`config.mk`:
```
export PLATFORM = sky130hd
export DESIGN_NAME = nes_pad_array
export DESIGN_NICKNAME = d
export VERILOG_FILES = /design/src/rtl/nes_pad_pkg.sv /design/src/rtl/nes_pad_sync.sv /design/src/rtl/nes_pad_array.sv
export SDC_FILE = /design/constraint.sdc
export NUM_CORES = 1
export LEC_CHECK = 0
export CORE_MARGIN = 2
export CORE_UTILIZATION = 46
export CTS_CLUSTER_SIZE = 20
export DETAILED_ROUTE_END_ITERATION = 6
export SLEW_MARGIN = 0
export SYNTH_ARGS = -nofsm -noshare
export SYNTH_HDL_FRONTEND = slang
export SYNTH_SLANG_ARGS = --single-unit
```
`constraint.sdc`:
```
create_clock -name i_clk -period 4.3 [get_ports i_clk]
set_clock_uncertainty 0.05 [all_clocks]
set_input_delay 0.645 -clock i_clk [delete_from_list [all_inputs] [get_ports i_clk]]
set_output_delay 0.645 -clock i_clk [all_outputs]
set_load 0.01 [all_outputs]
```
`src/rtl/nes_pad_pkg.sv`:
```
// Shared definitions for the multi-pad serial gamepad reader: FSM encoding
// and button bit positions within one pad's word.
package nes_pad_pkg;

  typedef enum logic [2:0] {
    ST_IDLE   = 3'd0,
    ST_LATCH  = 3'd1,
    ST_LOW    = 3'd2,
    ST_HIGH   = 3'd3,
    ST_UPDATE = 3'd4
  } pad_state_e;

  // NES button order as shifted out by the pad
  localparam int unsigned BTN_A      = 0;
  localparam int unsigned BTN_B      = 1;
  localparam int unsigned BTN_SELECT = 2;
  localparam int unsigned BTN_START  = 3;
  localparam int unsigned BTN_UP     = 4;
  localparam int unsigned BTN_DOWN   = 5;
  localparam int unsigned BTN_LEFT   = 6;
  localparam int unsigned BTN_RIGHT  = 7;

  // SNES extras
  localparam int unsigned BTN_X = 9;
  localparam int unsigned BTN_L = 10;
  localparam int unsigned BTN_R = 11;

  // Cycles from latch rise to the end of the update cycle
  function automatic int unsigned frame_cycles(input int unsigned half, input int unsigned bits);
    return 2 * half + 2 * half * bits + 1;
  endfunction

endpackage

```
`src/rtl/nes_pad_sync.sv`:
```
// Two-flop synchroniser for the asynchronous pad data lines.
module nes_pad_sync #(
  parameter int unsigned WIDTH = 1
) (
  input  logic             clk,
  input  logic             rst_n,
  input  logic [WIDTH-1:0] data_i,
  output logic [WIDTH-1:0] data_o
);

  logic [WIDTH-1:0] meta_q;
  logic [WIDTH-1:0] sync_q;

  always_ff @(posedge clk or negedge rst_n) begin
    if (!rst_n) begin
      meta_q <= '0;
      sync_q <= '0;
    end else begin
      meta_q <= data_i;
      sync_q <= meta_q;
    end
  end

  assign data_o = sync_q;

endmodule

```
`src/rtl/nes_pad_array.sv`:
```
// Multi-controller serial gamepad reader: shared latch/clock, one data line per pad.
// Define NES_PAD_EDGE_EN to add the o_pressed newly-pressed output.
module nes_pad_array
  import nes_pad_pkg::*;
#(
  parameter int unsigned CHANNELS  = 2,
  parameter int unsigned BITS      = 8,
  parameter int unsigned CLK_HZ    = 27000000,
  parameter int unsigned HALF_US   = 6,
  parameter int unsigned POLL_HZ   = 60,
  parameter int unsigned AUTO_POLL = 1
) (
  input  logic                     i_clk,
  input  logic                     i_rst,
  input  logic                     i_start,
  input  logic [CHANNELS-1:0]      i_serial_data,
  output logic                     o_data_latch,
  output logic                     o_data_clock,
  output logic [CHANNELS*BITS-1:0] o_button_state,
  output logic                     o_data_available,
`ifdef NES_PAD_EDGE_EN
  output logic [CHANNELS*BITS-1:0] o_pressed,
`endif
  output logic                     o_busy
);

  localparam int unsigned H       = CLK_HZ / 1000000 * HALF_US;
  localparam int unsigned P       = CLK_HZ / POLL_HZ;
  localparam int unsigned F       = frame_cycles(H, BITS);
  localparam int unsigned PHASE_W = $clog2(2 * H);
  localparam int unsigned BIT_W   = (BITS > 1) ? $clog2(BITS) : 1;
  localparam int unsigned POLL_W  = (P > 1) ? $clog2(P) : 1;
  localparam int unsigned VEC_W   = CHANNELS * BITS;

  localparam logic [PHASE_W-1:0] LATCH_LAST = PHASE_W'(2 * H - 1);
  localparam logic [PHASE_W-1:0] HALF_LAST  = PHASE_W'(H - 1);
  localparam logic [BIT_W-1:0]   BIT_LAST   = BIT_W'(BITS - 1);

  if (H < 4) begin : g_bad_half
    $error("nes_pad_array: half clock period H=%0d must be at least 4 cycles", H);
  end
  if (AUTO_POLL != 0 && P <= F) begin : g_bad_poll
    $error("nes_pad_array: poll period P=%0d must exceed frame length F=%0d", P, F);
  end

  pad_state_e                         state_q, state_d;
  logic [PHASE_W-1:0]                 phase_q, phase_d;
  logic [BIT_W-1:0]                   bit_q, bit_d;
  logic [CHANNELS-1:0][BITS-1:0]      shift_q, shift_d;
  logic [VEC_W-1:0]                   button_q, button_d;
  logic                               latch_q, latch_d;
  logic                               dclk_q, dclk_d;
  logic                               busy_q, busy_d;
  logic                               avail_q, avail_d;
  logic [CHANNELS-1:0]                sync_c;
  logic                               tick_c;

  nes_pad_sync #(
    .WIDTH (CHANNELS)
  ) u_sync (
    .clk    (i_clk),
    .rst_n  (i_rst),
    .data_i (i_serial_data),
    .data_o (sync_c)
  );

  // Free-running poll counter; count 0 is the tick, so a frame starts right after reset
  if (AUTO_POLL != 0) begin : g_poll
    logic [POLL_W-1:0] poll_q;

    always_ff @(posedge i_clk or negedge i_rst) begin
      if (!i_rst) begin
        poll_q <= '0;
      end else if (poll_q == POLL_W'(P - 1)) begin
        poll_q <= '0;
      end else begin
        poll_q <= poll_q + POLL_W'(1);
      end
    end

    assign tick_c = (poll_q == '0);
  end else begin : g_no_poll
    assign tick_c = 1'b0;
  end

  // Next state; the pad's first bit enters the MSB and ends at bit 0 after BITS shifts
  always_comb begin
    state_d  = state_q;
    phase_d  = phase_q;
    bit_d    = bit_q;
    shift_d  = shift_q;
    button_d = button_q;

    case (state_q)
      ST_IDLE: begin
        if (tick_c || i_start) begin
          state_d = ST_LATCH;
          phase_d = '0;
          shift_d = '0;
        end
      end
      ST_LATCH: begin
        if (phase_q == LATCH_LAST) begin
          state_d = ST_LOW;
          phase_d = '0;
          bit_d   = '0;
        end else begin
          phase_d = phase_q + PHASE_W'(1);
        end
      end
      ST_LOW: begin
        if (phase_q == HALF_LAST) begin
          for (int c = 0; c < CHANNELS; c++) begin
            shift_d[c] = {~sync_c[c], shift_q[c][BITS-1:1]};
          end
          state_d = ST_HIGH;
          phase_d = '0;
        end else begin
          phase_d = phase_q + PHASE_W'(1);
        end
      end
      ST_HIGH: begin
        if (phase_q == HALF_LAST) begin
          phase_d = '0;
          if (bit_q == BIT_LAST) begin
            state_d = ST_UPDATE;
          end else begin
            state_d = ST_LOW;
            bit_d   = bit_q + BIT_W'(1);
          end
        end else begin
          phase_d = phase_q + PHASE_W'(1);
        end
      end
      ST_UPDATE: begin
        state_d = ST_IDLE;
      end
      default: begin
        state_d = ST_IDLE;
      end
    endcase

    // Pin outputs follow the next state so they are flop-driven and aligned with state_q
    latch_d = (state_d == ST_LATCH);
    dclk_d  = (state_d == ST_HIGH);
    busy_d  = (state_d != ST_IDLE);
    avail_d = (state_d == ST_UPDATE);
    if (state_d == ST_UPDATE) begin
      button_d = shift_d;
    end
  end

  always_ff @(posedge i_clk or negedge i_rst) begin
    if (!i_rst) begin
      state_q  <= ST_IDLE;
      phase_q  <= '0;
      bit_q    <= '0;
      shift_q  <= '0;
      button_q <= '0;
      latch_q  <= 1'b0;
      dclk_q   <= 1'b0;
      busy_q   <= 1'b0;
      avail_q  <= 1'b0;
    end else begin
      state_q  <= state_d;
      phase_q  <= phase_d;
      bit_q    <= bit_d;
      shift_q  <= shift_d;
      button_q <= button_d;
      latch_q  <= latch_d;
      dclk_q   <= dclk_d;
      busy_q   <= busy_d;
      avail_q  <= avail_d;
    end
  end

`ifdef NES_PAD_EDGE_EN
  // Buttons pressed in this frame that were released in the previous one
  logic [VEC_W-1:0] pressed_q, pressed_d;

  always_comb begin
    pressed_d = '0;
    if (state_d == ST_UPDATE) begin
      pressed_d = shift_d & ~button_q;
    end
  end

  always_ff @(posedge i_clk or negedge i_rst) begin
    if (!i_rst) begin
      pressed_q <= '0;
    end else begin
      pressed_q <= pressed_d;
    end
  end

  assign o_pressed = pressed_q;
`endif

  assign o_data_latch     = latch_q;
  assign o_data_clock     = dclk_q;
  assign o_button_state   = button_q;
  assign o_data_available = avail_q;
  assign o_busy           = busy_q;

endmodule

```
After elaboration in Yosys (flattened, before gate mapping). Cells that the tools add are included.

Output and inout port bits: 20. Logic and storage cells: 59. Input port bits: 5. Register bits after elaboration: 74.

Mux-type cells: 18. Bitwise logic cells: 2. Equality and inequality tests: 14. Reductions and logical operators: 9. $add $sub $neg: 3.

Operator list (number): 16-bit 2-to-1 mux (2); 16-bit one-hot mux with 2 select lines (1); 9-bit 2-to-1 mux (3); 9-bit one-hot mux with 3 select lines (1); 3-bit 2-to-1 mux (8); 19-bit by 1-bit adder with 19-bit output (second input constant) (1); 19-bit == test (second input constant) (1); 19-bit zero test (1); 19-bit 2-to-1 mux (1); 3-bit one-hot mux with 4 select lines (1); 9-bit by 1-bit adder with 9-bit output (second input constant) (1); 3-bit by 2-bit == test with 1-bit output (second input constant) (3); 9-bit by 8-bit == test with 1-bit output (second input constant) (1); 9-bit == test (second input constant) (1); 2-bit != test (second input constant) (4); 3-bit by 1-bit == test with 1-bit output (second input constant) (2); 3-bit == test (second input constant) (2); 3-bit one-hot mux with 2 select lines (1); 3-bit nonzero test (2); 4-bit AND reduction (1); 3-bit by 1-bit adder with 3-bit output (second input constant) (1); 3-bit zero test (1); 1-bit NOT (2); 2-bit AND reduction (1); other kinds (3) (3).

Longest topological paths before layout.
Depth in word-level cells: 5. Depth in mapped cells: 8. Mapped depth without buffers: 6.

By module. A second synthesis with hierarchy kept.

Cell total of the unflattened synthesis: 304. Area, all modules: 3385.7 um^2.

Modules (own cells, without submodules): nes_pad_array (sequential area each 1751.7 um^2, times used 1, cells each 300, area an instance 3285.7 um^2); nes_pad_sync (sequential area each 100.1 um^2, times used 1, cells each 4, area an instance 100.1 um^2).

Least setup slack after synthesis. OpenSTA, ideal clock, no wires.

Kind: register to register. Start: reg phase_q[0]. End: reg bit_q[0]. Slack: 2433 ps. Period minus slack after synthesis: 1867 ps. Required time: 4125 ps. Cell stages (with the launch flop): 6. Data arrival time: 1693 ps. Cell sequence: dfrtp_1 ha_1 and4bb_2 and4b_1 o211ai_1 mux2_2.

Longest elaborated chain between the ends: 3. Elaborated cells on any way between the ends: 5. Classes of those cells: eq/ne: 4; reduce/logical: 1.

Ends and longest elaborated chain: start, declared (line nes_pad_array.sv:47) `logic [PHASE_W-1:0] phase_q, phase_d;`; start signal, assigned (line nes_pad_array.sv:166) `phase_q <= phase_d;`; 9-bit by 8-bit == test with 1-bit output or 9-bit == test (tied branches) (line nes_pad_array.sv:123, nes_pad_array.sv:103); 2-bit != test (no source line); 4-bit AND reduction (no source line) *; end signal, assigned (line nes_pad_array.sv:167) `bit_q <= bit_d;`; end, declared (line nes_pad_array.sv:48) `logic [BIT_W-1:0] bit_q, bit_d;`.

Mark *: on every way between the ends. The rest lies on a longest branch, timed or not. A chain may end at the register's enable or synchronous reset.

==> flow_metrics.py <==
metrics = {
    "status": {
        "status": "completed",
    },
    "floorplan": {
        "rows": 31,
        "die_h_microns": 91.4,
        "die_w_microns": 91.4,
        "core_sq_mm": 0.00733,
        "dieArea_sq_mm": 0.00836,
        "initial_core_util_pct": 48.0,
        "pin_count": 25,
    },
    "power": {
        "ir_drop_v": 0.000279,
        "cellLeakagePower_nw": 1.78,
        "cellPowerDensity_mw_per_mm2": 328,
    },
    "routing": {
        "vias_per_cell": 5.31,
        "wirelength_mm": 6.20,
        "drc": 0,
        "vias": 2300,
        "wire_per_inst_microns": 14.3,
        "drtAntennaViolNets": 0,
        "first_iter_violations": 69,
        "drt-pass1-iter-count": 4,
    },
    "sta": {
        "maxSlewViolCount": 0,
        "hold_viol_final": 0,
        "setup_tns_ns": 0,
        "slew-limit-headroom_pct": 35.0,
        "rsz0062_at_grt": "no",
        "setup-violations-final": 0,
        "period_share_pct": 55.8,
        "tightest_slew_ns": 0.971,
        "whs_ns": 0.303,
        "fmax_mhz": 417,
        "finalCriticalPeriod_ns": 2.40,
    },
    "clock_tree": {
        "cts-root-buf": "clkbuf_8",
        "htreeDepth": 3,
        "cts_setup_buffers": 0,
        "cts_tree": "built",
        "postCtsHoldBufs": 0,
        "clk-insertion-delay-late_ns": 0.34,
        "clock_sinks": 74,
        "clock_path_buffers": 2,
        "numCtsBuffers": 9,
        "clkTransAtPathRegs_ns": 0.08,
        "cts-resized-gates": 0,
    },
    "placed_design": {
        "dpl.hpwl_mm": 4.04,
        "dp.cells": 417,
        "place_congestion": 0.773,
        "port_buffers": 24,
        "dpl_cell_area_sq_mm": 0.00376,
    },
    "setup_path": {
        "worst-setup-path-type": "reg2reg",
        "r2r-start": "phase_q[2]",
        "arrival_ns": 2.55,
        "crit_path_end_kind": "flip-flop",
        "crit_path_max_fanout": 18,
        "reg2reg_depth": 4,
        "cp.required_ns": 4.45,
        "r2r_end": "shift_q[4]",
        "crit_path_start_kind": "flip-flop",
        "ff2ff_setup_slack_ns": 1.90,
    },
    "finish": {
        "syn_to_final_growth_pct": 13.2,
        "post-route-cell-area_sq_mm": 0.00398,
        "layout.cells.non_filler": 433,
        "fill_cells": 620,
        "finalNetCount": 340,
        "antenna_cells": 0,
        "drive_gt1_share_pct": 14.4,
    },
    "hold_path": {
        "hold_path_class": "reg2reg",
        "hp-start": "u_sync.meta_q[1]",
        "hold_end": "u_sync.data_o[1]",
        "holdPathStages": 0,
    },
    "global_routing": {
        "grt_pass1_vias": 2313,
        "antenna_found_initial": 0,
        "grt_pass1_wl_mm": 10.9,
        "grt_max_degree": 75,
        "grt_overflow": 0,
        "track_usage_pct": 16.4,
    },
    "logic_synthesis": {
        "ys_ff_latch": 74,
        "async_flop_share_pct": 100,
        "syn_avg_cell_area_sq_um": 11.5,
        "synth_edf_count": 0,
        "synthFlopType": "dfrtp_1",
        "synth_area_sq_mm": 0.00352,
        "synthCells": 307,
        "syn_nets": 318,
        "ys_types": 52,
        "ys_seq_area_share_pct": 52.7,
        "ys_warn_count": 0,
    },
    "run": {
        "maxCapViolations": 0,
    },
}
[metal layers]
metal	part of all wire (%)	up-vias	global-route usage [%]
met5	0	-	0
met4	1.3	0	5.30
met3	3.1	7	5.06
met2	44	30	24.0
met1	51	1116	23.3
li1	-	1147	-
[synth_stat cells, types with 6 or more instances]
library cell   n  area (sq um)
dfrtp_1       74          1850
nand2_1       27           101
nor2_1        19          71.3
inv_1         14          52.6
nand3_1       14          70.1
o2bb2ai_1     13           114
mux2_4        10           150
nor3_1        10          50.1
mux2_2         9           101
o21ai_0        9          45.0
and3_1         8          50.1
nand4_1        8          50.1
xnor2_1        8          70.1
xor2_1         7          61.3
ha_1           6          75.1
o22ai_1        6          37.5
[layout by cell type (no fill, tap or decap), drive strengths merged, types with 3 or more instances in the layout]
cell	synthesis	final
nor2	20	20
mux2	19	19
ha	6	6
o21ai	10	10
xor2	7	7
nand3	14	14
o221ai	4	4
xnor2	8	8
dfrtp	74	74
o22ai	6	6
nor3	12	12
nand4	9	9
nor3b	3	3
mux2i	4	4
inv	14	15
clkbuf	4	10
clkdlybuf4s50	0	23
nand2	27	27
and3	8	8
o2bb2ai	13	13
nor4	5	5
a21oi	5	5
[power by group]
| part | switching [mW] | internal, mW |
|---|---|---|
| clock | 0.262 | 0.329 |
| combinational | 0.0131 | 0.00292 |
| sequential | 0.000533 | 0.697 |
| total | 0.276 | 1.03 |
[metrics by stage]
step                      total power, mW  util (%)  setup WS (ns)
after floorplan                     0.712         -           2.43
after global placement              0.729      51.3           1.93
after detailed placement            0.729      51.3           1.90
after CTS                            1.32      54.3           1.89
after global routing                 1.36      54.3           1.71
final                                1.30      54.3           1.90
[critical path, cell delays in order, from the launching register on]
cell and delay, ns:
dfrtp_1 0.48, nor4b_1 0.58, nand4bb_1 0.73, mux2i_1 0.35, nor2_1 0.06
[sequential cells by signal (all words and copies together) (netlist names)]
name	count
bit_q	3
o_data_latch	1
phase_q	9
g_poll.poll_q	19
state_q	3
u_sync.data_o	2
o_data_clock	1
o_data_available	1
u_sync.meta_q	2
o_button_state	16
shift_q	16
o_busy	1
[final cells by class]
cell class / count / area (sq um) / area share (%)
multi-input cells: 205 / 1490 / 37.4
repair buffers: 25 / 245 / 6.16
clock buffers: 10 / 128 / 3.21
inverters: 14 / 52.6 / 1.32
clock inverters: 6 / 90.1 / 2.26
well taps: 99 / 124 / 3.11
flip-flops and latches: 74 / 1850 / 46.5
[worst max path at each step]
stage | from | to | slack (ns) | cells after the start
4_1_cts | g_poll.poll_q[0] | g_poll.poll_q[11] | 1.89 | 5
6_report | phase_q[2] | shift_q[4] | 1.90 | 4
2_1_floorplan | phase_q[0] | bit_q[0] | 2.43 | 5
5_1_grt | g_poll.poll_q[0] | g_poll.poll_q[4] | 1.71 | 5
3_3_place_gp | phase_q[2] | o_button_state[5] | 1.93 | 4
3_5_place_dp | g_poll.poll_q[0] | g_poll.poll_q[6] | 1.90 | 5
[cell families (layout without fill, tap and decap cells)]
group	after synthesis	count (layout)	share of synthesized area (%)
compound gates	45	45	9.50
simple gates	116	116	18.7
buf+inv	28	55	5.02
fa+ha+maj	6	6	2.13
mux	23	23	8.29
flops	74	74	52.7
xor+xnor	15	15	3.74
No activity file was read; power rests on OpenSTA's default activity.
